===== src/rtl/muldiv_control_pkg.sv =====
// rtl/muldiv_control_pkg.sv - MIPS opcode/funct constants and FSM encoding for the HI/LO control slice
package muldiv_control_pkg;

  localparam logic [5:0] OP_SPECIAL = 6'h00;
  localparam logic [5:0] OP_ADDIU   = 6'h09;

  localparam logic [5:0] FN_MFHI  = 6'h10;
  localparam logic [5:0] FN_MFLO  = 6'h12;
  localparam logic [5:0] FN_MULT  = 6'h18;
  localparam logic [5:0] FN_MULTU = 6'h19;
  localparam logic [5:0] FN_DIV   = 6'h1a;
  localparam logic [5:0] FN_DIVU  = 6'h1b;

  localparam logic [0:0] IDLE = 1'b0;
  localparam logic [0:0] BUSY = 1'b1;

  typedef struct packed {
    logic is_muldiv;
    logic is_mf;
    logic is_div;
    logic is_signed;
  } muldiv_class_t;

endpackage


===== src/rtl/muldiv_decode.sv =====
// rtl/muldiv_decode.sv - combinational MULT/DIV/MFHI/MFLO classifier
// MULDIV_UNSIGNED_EN adds MULTU/DIVU as unsigned muldiv operations.
module muldiv_decode
  import muldiv_control_pkg::*;
(
  input  logic [5:0] opcode,
  input  logic [5:0] funct,
  output logic       is_muldiv,
  output logic       is_mf,
  output logic       is_div,
  output logic       is_signed
);

  logic special;

  assign special = (opcode == OP_SPECIAL);
  assign is_mf   = special & ((funct == FN_MFHI) | (funct == FN_MFLO));

`ifdef MULDIV_UNSIGNED_EN
  assign is_muldiv = special & ((funct == FN_MULT) | (funct == FN_DIV) |
                                (funct == FN_MULTU) | (funct == FN_DIVU));
  assign is_div    = (funct == FN_DIV) | (funct == FN_DIVU);
  assign is_signed = (funct == FN_MULT) | (funct == FN_DIV);
`else
  assign is_muldiv = special & ((funct == FN_MULT) | (funct == FN_DIV));
  assign is_div    = (funct == FN_DIV);
  assign is_signed = 1'b1;
`endif

endmodule


===== src/rtl/muldiv_control.sv =====
// rtl/muldiv_control.sv - decode-side launcher and hazard tracker for the multi-cycle HI/LO unit
// Optional MULDIV_UNSIGNED_EN enables MULTU/DIVU issue.
module muldiv_control
  import muldiv_control_pkg::*;
#(
  parameter int MULT_CYCLES = 4,
  parameter int DIV_CYCLES  = 32,
  parameter int CNT_W       = 8
) (
  input  logic       clock,
  input  logic       reset,
  input  logic [5:0] opcode,
  input  logic [5:0] funct,
  input  logic       valid_d,
  input  logic       flush_d,
  output logic       stall_d,
  output logic       start_e,
  output logic       is_div_e,
  output logic       signed_e,
  output logic       busy,
  output logic       hilo_we
);

  if (MULT_CYCLES < 1 || DIV_CYCLES < 1) begin : g_lat_zero
    $error("muldiv_control: MULT_CYCLES and DIV_CYCLES must be at least 1");
  end
  if (MULT_CYCLES > 2**CNT_W || DIV_CYCLES > 2**CNT_W) begin : g_lat_wide
    $error("muldiv_control: latency does not fit the CNT_W-bit counter");
  end

  localparam logic [CNT_W-1:0] MULT_LOAD = CNT_W'(MULT_CYCLES - 1);
  localparam logic [CNT_W-1:0] DIV_LOAD  = CNT_W'(DIV_CYCLES - 1);

  logic             is_muldiv;
  logic             is_mf;
  logic             is_div;
  logic             is_signed;
  logic [0:0]       state;
  logic [CNT_W-1:0] cnt;
  logic [CNT_W-1:0] lat_load;
  logic             qual;
  logic             issue;
  logic             hilo_next;

  muldiv_decode u_decode (
    .opcode    (opcode),
    .funct     (funct),
    .is_muldiv (is_muldiv),
    .is_mf     (is_mf),
    .is_div    (is_div),
    .is_signed (is_signed)
  );

  assign busy     = (state == BUSY);
  assign qual     = valid_d & ~flush_d;
  assign stall_d  = qual & (is_muldiv | is_mf) & busy;
  assign issue    = qual & is_muldiv & ~busy;
  assign lat_load = is_div ? DIV_LOAD : MULT_LOAD;

  // hilo_we is registered, so it is armed one cycle before the counter reaches zero
  assign hilo_next = issue ? (lat_load == '0)
                           : (busy & (cnt == CNT_W'(1)));

  always_ff @(posedge clock) begin
    if (reset) begin
      state    <= IDLE;
      cnt      <= '0;
      start_e  <= 1'b0;
      hilo_we  <= 1'b0;
      is_div_e <= 1'b0;
      signed_e <= 1'b0;
    end else begin
      start_e <= issue;
      hilo_we <= hilo_next;
      if (issue) begin
        state    <= BUSY;
        cnt      <= lat_load;
        is_div_e <= is_div;
        signed_e <= is_signed;
      end else if (state == BUSY) begin
        if (cnt == '0) begin
          state <= IDLE;
        end else begin
          cnt <= cnt - CNT_W'(1);
        end
      end
    end
  end

endmodule


===== config.mk =====
export PLATFORM = sky130hd
export DESIGN_NAME = muldiv_control
export DESIGN_NICKNAME = d
export VERILOG_FILES = /design/src/rtl/muldiv_control_pkg.sv /design/src/rtl/muldiv_decode.sv /design/src/rtl/muldiv_control.sv
export SDC_FILE = /design/constraint.sdc
export NUM_CORES = 1
export LEC_CHECK = 0
export ABC_CLOCK_PERIOD_IN_PS = 2600
export CAP_MARGIN = 20
export CORE_MARGIN = 5
export CORE_UTILIZATION = 44
export DETAILED_ROUTE_END_ITERATION = 10
export HOLD_SLACK_MARGIN = 0.12
export PLACE_DENSITY_LB_ADDON = 0.2
export SLEW_MARGIN = 5
export SYNTH_ARGS = -nofsm -noshare
export SYNTH_HDL_FRONTEND = slang
export SYNTH_SLANG_ARGS = --single-unit

===== constraint.sdc =====
create_clock -name clock -period 2.6 [get_ports clock]
set_clock_uncertainty 0.05 [all_clocks]
set_input_delay 0.65 -clock clock [delete_from_list [all_inputs] [get_ports clock]]
set_output_delay 0.65 -clock clock [all_outputs]
set_load 0.02 [all_outputs]

### Word-level counts from Yosys, hierarchy flattened

Index checks and enable logic that the tools add are counted.
Widths: inputs -> output; s select.

* logic and storage cells: 39
* bits in registers: 13

* equal/unequal tests: 6
* bitwise gates (word level): 13
* muxes and demuxes: 8
* reduce and logical (&&, ||, !) cells: 5
* add/subtract/negate cells: 1

Operators with widths (count)
* $eq 6x5->1 const B: 4
* $mux 8: 3
* $logic_not 8->1: 2
* $and 1x1->1: 8
* $eq 8x1->1 const B: 1
* $sub 8x1->8 const B: 1
* $logic_not 6->1: 1
* $mux 5: 1
* $mux 1: 4
* $or 1x1->1: 3
* $ne 2x2->1 const B: 1
* $not 1->1: 2
* $reduce_and 2->1: 1
* $reduce_bool 2->1: 1

### Longest topological paths before layout

Gate-level depths: netlist of run 1.

* depth in word-level cells: 7
* depth in mapped cells: 6

### Cells and area by module

A second synthesis of run 1 with hierarchy kept.

* cell total of the unflattened synthesis: 81
* area total of the unflattened synthesis: 729.4 sq um

By module, submodules not included
* muldiv_control: times used 1, cells an instance 70, area each 645.6 sq um
* muldiv_decode: times used 1, cells an instance 11, area each 83.8 sq um

### Worst setup path before layout of run 1

No wires, ideal clock.

* kind: input -> output
* from: input port opcode[3]
* to: output port stall_d
* cell stages on the path: 2
* arrival: 1.911 ns
* path buffers: 0
* path slack: -0.011 ns
* data required time: 1.900 ns
* cell sequence: or4_4 -> nor4_1

* cells in the longest elaborated chain, start to end: 5
* elaborated cells between the ends (all ways): 6
* those cells by class: bitwise (5); reduce/logical (1)

RTL lines
* start, declared: RTL line muldiv_control.sv:12 `input logic [5:0] opcode,`
* $logic_not 6->1 (*): RTL line muldiv_decode.sv:16 `assign special = (opcode == OP_SPECIAL);`
* $and 1x1->1 (on tied branches): RTL line muldiv_decode.sv:25, muldiv_decode.sv:17
* $or 1x1->1 (*): RTL line muldiv_control.sv:56 `assign stall_d = qual & (is_muldiv | is_mf) & busy;`
* $and 1x1->1 (*) (2 in series): RTL line muldiv_control.sv:56
* end, declared: RTL line muldiv_control.sv:16 `output logic stall_d,`

Mark *: on every way between the ends. The rest lies on a longest branch, timed or not.

### Worst setup path after layout of run 1

* from: input port opcode[0]
* to: output port stall_d

Same word-level chain as after synthesis.

==> results_dict.tcl, run 1 <==
set metrics [dict create \
    worstSetupEndpointType "primary output" \
    gr-total-overflow 0 \
    synth-seq-cells 13 \
    whs_ns 0.421 \
    cts_buffer_depth 2 \
    grt_max_degree 13 \
    fillerInstances 124 \
    topRoutingLayerUsed "met4" \
    design.core.area_um2 1490 \
    syn_nets 91 \
    dp.cells 115 \
    drv_slew 0 \
    first_global_vias 612 \
    clk_latency_ns 0.27 \
    cts_tree "done" \
    synth_top_cell_by_area "dfxtp_1" \
    avgRoutedWirePerCell_um 13.3 \
    final_area_um2 995 \
    synthDistinctLibCells 27 \
    status "finished clean" \
    finalHoldViolations 0 \
    drt-initial-drc-count 3 \
    cts_sinks 13 \
    timing.final.crit_share_pct 97.5 \
    fin_cells 119 \
    ys.flop_type "dfxtp_1" \
    drv_cap 0 \
    power.total_mw 0.350 \
    post-route-util_pct 66.8 \
    synth_top_family_by_area "simple AND/OR/NAND/NOR gates" \
    wl_met3_um 77 \
    drive_gt1_share_pct 19.4 \
    cp_max_fo 2 \
    cts_made_buffers 3 \
    die_x_um 49.4 \
    initial_core_util_pct 45.8 \
    clk_pin_slew_ns 0.07 \
    wl_met1_um 687 \
    worstPathRequired_ns 1.90 \
    track_usage_pct 13.0 \
    synth.cell_area_um2 682 \
    gp_congestion 0.775 \
    synthSimpleGateAreaFrac_pct 28.3 \
    port_buffers 21 \
    leakagePower_nw 0.366 \
    cts_root_buf "clkbuf_4" \
    synth_top_cell_area_share_pct 38.2 \
    p_int_mw 0.277 \
    drtPass1Iterations 4 \
    worst_slew_pin_slew_ns 0.558 \
    cts_hold_buffers 0 \
    post_cts_buffers 0 \
    fmax_mhz 395 \
    synthAdderAreaFrac_pct 5.50 \
    irDropWorstVdd_mv 0.301 \
    comb_power_share_pct 7.8 \
    worst-endpoint-arrival_ns 1.83 \
    die_y_um 49.4 \
    seq_power_share_pct 56.9 \
    ys_seq_area_share_pct 38.2 \
    vias 658 \
    startpoint_type "input port" \
    report.final.setup_viol 0 \
    netSwitchingPower_mw 0.0729 \
    n_antenna_cell 0 \
    swShare_pct 20.9 \
    drc 0 \
    clock_power_share_pct 35.3 \
    setup_tns_ns 0 \
    yosysMostFrequentCell "dfxtp_1" \
    fin_crit_ns 2.53 \
    fin_nets 123 \
    max_slew_margin_pct 62.3 \
    critPathKind "in2out" \
    synth_area_leaders "dfxtp_1 38%, a21oi_1 6.6%, ha_1 5.5%" \
    syn2layout_area_growth_pct 45.9 \
    async_reset_ff_share_pct 0 \
    rsz0062_at_grt "no" \
    pwr_density_cell_nw_per_um2 351 \
    fin_ws_ns 0.0663 \
    min_path_type "reg2reg" \
    post-dp-hpwl_um 1240 \
    synth-compound-area-share_pct 16.9 \
    placed_area_um2 967 \
    wl_met2_um 804 \
    ios 22 \
    synth_commonest_cells "13 x dfxtp_1, 9 x a21oi_1, 5 x inv_1, 5 x nor2_1, 5 x nor4_1" \
    avgSynthCellArea_um2 9.47 \
    drt_wl_total_um 1590 \
    die_area_um2 2440 \
    syn_inst 72 \
    muxShareOfSynthArea_pct 1.65 \
    antenna_found_initial 0 \
    drt-vias-per-instance 5.53 \
    row_count 14 \
    htreeDepth 1 \
    antenna_left 0 \
    dp_slack_ns -0.647 \
    yosysWarnings 0 \
    grt_pass1_wl_um 2590 \
    synthXorXnorAreaFrac_pct 5.14 \
    synth_edf_count 0 \
]
[final cells by class]
class	count	area, µm²	area share [%]
well taps	16	20.0	2.01
flip-flops and latches	13	260	26.2
clock buffers	4	26.3	2.64
repair buffers	29	259	26.0
multi-input cells	52	410	41.3
inverters	5	18.8	1.89
[layer usage]
| layer | vias up | track usage [%] |
|---|---|---|
| li1 | 333 | - |
| met1 | 307 | 15.5 |
| met2 | 14 | 22.1 |
| met3 | 4 | 4.59 |
| met4 | 0 | 2.69 |
| met5 | - | 0 |
[power by group through the flow]
stage	Clock, mW	Combinational [mW]	Sequential [mW]
6_report	0.124	0.0272	0.199
5_1_grt	0.133	0.0295	0.199
4_1_cts	0.123	0.0275	0.199
3_5_place_dp	0	0.0322	0.204
3_3_place_gp	0	0.0318	0.204
2_1_floorplan	0	0.00660	0.204
[registers in the layout, indices dropped and copies added, names as in the netlist]
signal	flops
cnt	8
start_e	1
signed_e	1
hilo_we	1
is_div_e	1
busy	1
[cell families (layout without fill, tap and decap cells)]
kind of cell | Yosys count | count (layout)
buffers and inverters | 7 | 38
xor gates and xnor gates | 4 | 4
and+or+nand+nor | 28 | 28
muxes | 1 | 1
adders and majority gates | 3 | 3
AOI/OAI and AO/OA | 16 | 16
DFF | 13 | 13
[final timing paths]
kind | startpoint | to | depth (start not counted) | slack [ns]
worst max-delay path | opcode[0] | stall_d | 4 | 0.07
worst max register to register | busy | cnt[5] | 5 | 0.84
worst min-delay path | is_div_e | is_div_e | 2 | 0.42
worst min register to register | is_div_e | is_div_e | 2 | 0.42
[what timing repair did]
action | 4_1_cts | 5_1_grt
endpoints found under the setup margin | 2 | 1
resized for setup | 19 | 3
pin swaps | 4 | 3
gates cloned | 0 | 0
[worst max-delay path: stages]
cell and delay [ns]:
dlygate4sd2_1 0.23, or4b_4 0.50, nor4_4 0.27, buf_4 0.18
[placed cells by master, fill, tap and decap left out, types with 2 or more instances in the layout]
cell / n
buf_4: 9
a21oi_1: 9
nor4_1: 4
or4_1: 2
clkbuf_4: 3
nor4b_1: 2
inv_1: 5
ha_1: 3
xnor2_1: 4
clkdlybuf4s15_1: 2
dlygate4sd2_1: 9
nor3_1: 3
nor2_1: 5
clkdlybuf4s50_1: 8
or4b_4: 2
a211oi_1: 2
nand2_1: 3
dfxtp_1: 13
No activity file was read; power rests on OpenSTA's default activity.
==> run 2, diff against run 1 <==
--- a/config.mk
+++ b/config.mk
@@ -10,7 +10,7 @@
 export CORE_MARGIN = 5
 export CORE_UTILIZATION = 44
 export DETAILED_ROUTE_END_ITERATION = 10
-export HOLD_SLACK_MARGIN = 0.12
+export HOLD_SLACK_MARGIN = 0.03
 export PLACE_DENSITY_LB_ADDON = 0.2
 export SLEW_MARGIN = 5
 export SYNTH_ARGS = -nofsm -noshare
==> results of run 2 <==
The final DEF is identical to that of run 1; final timing and power are the same.
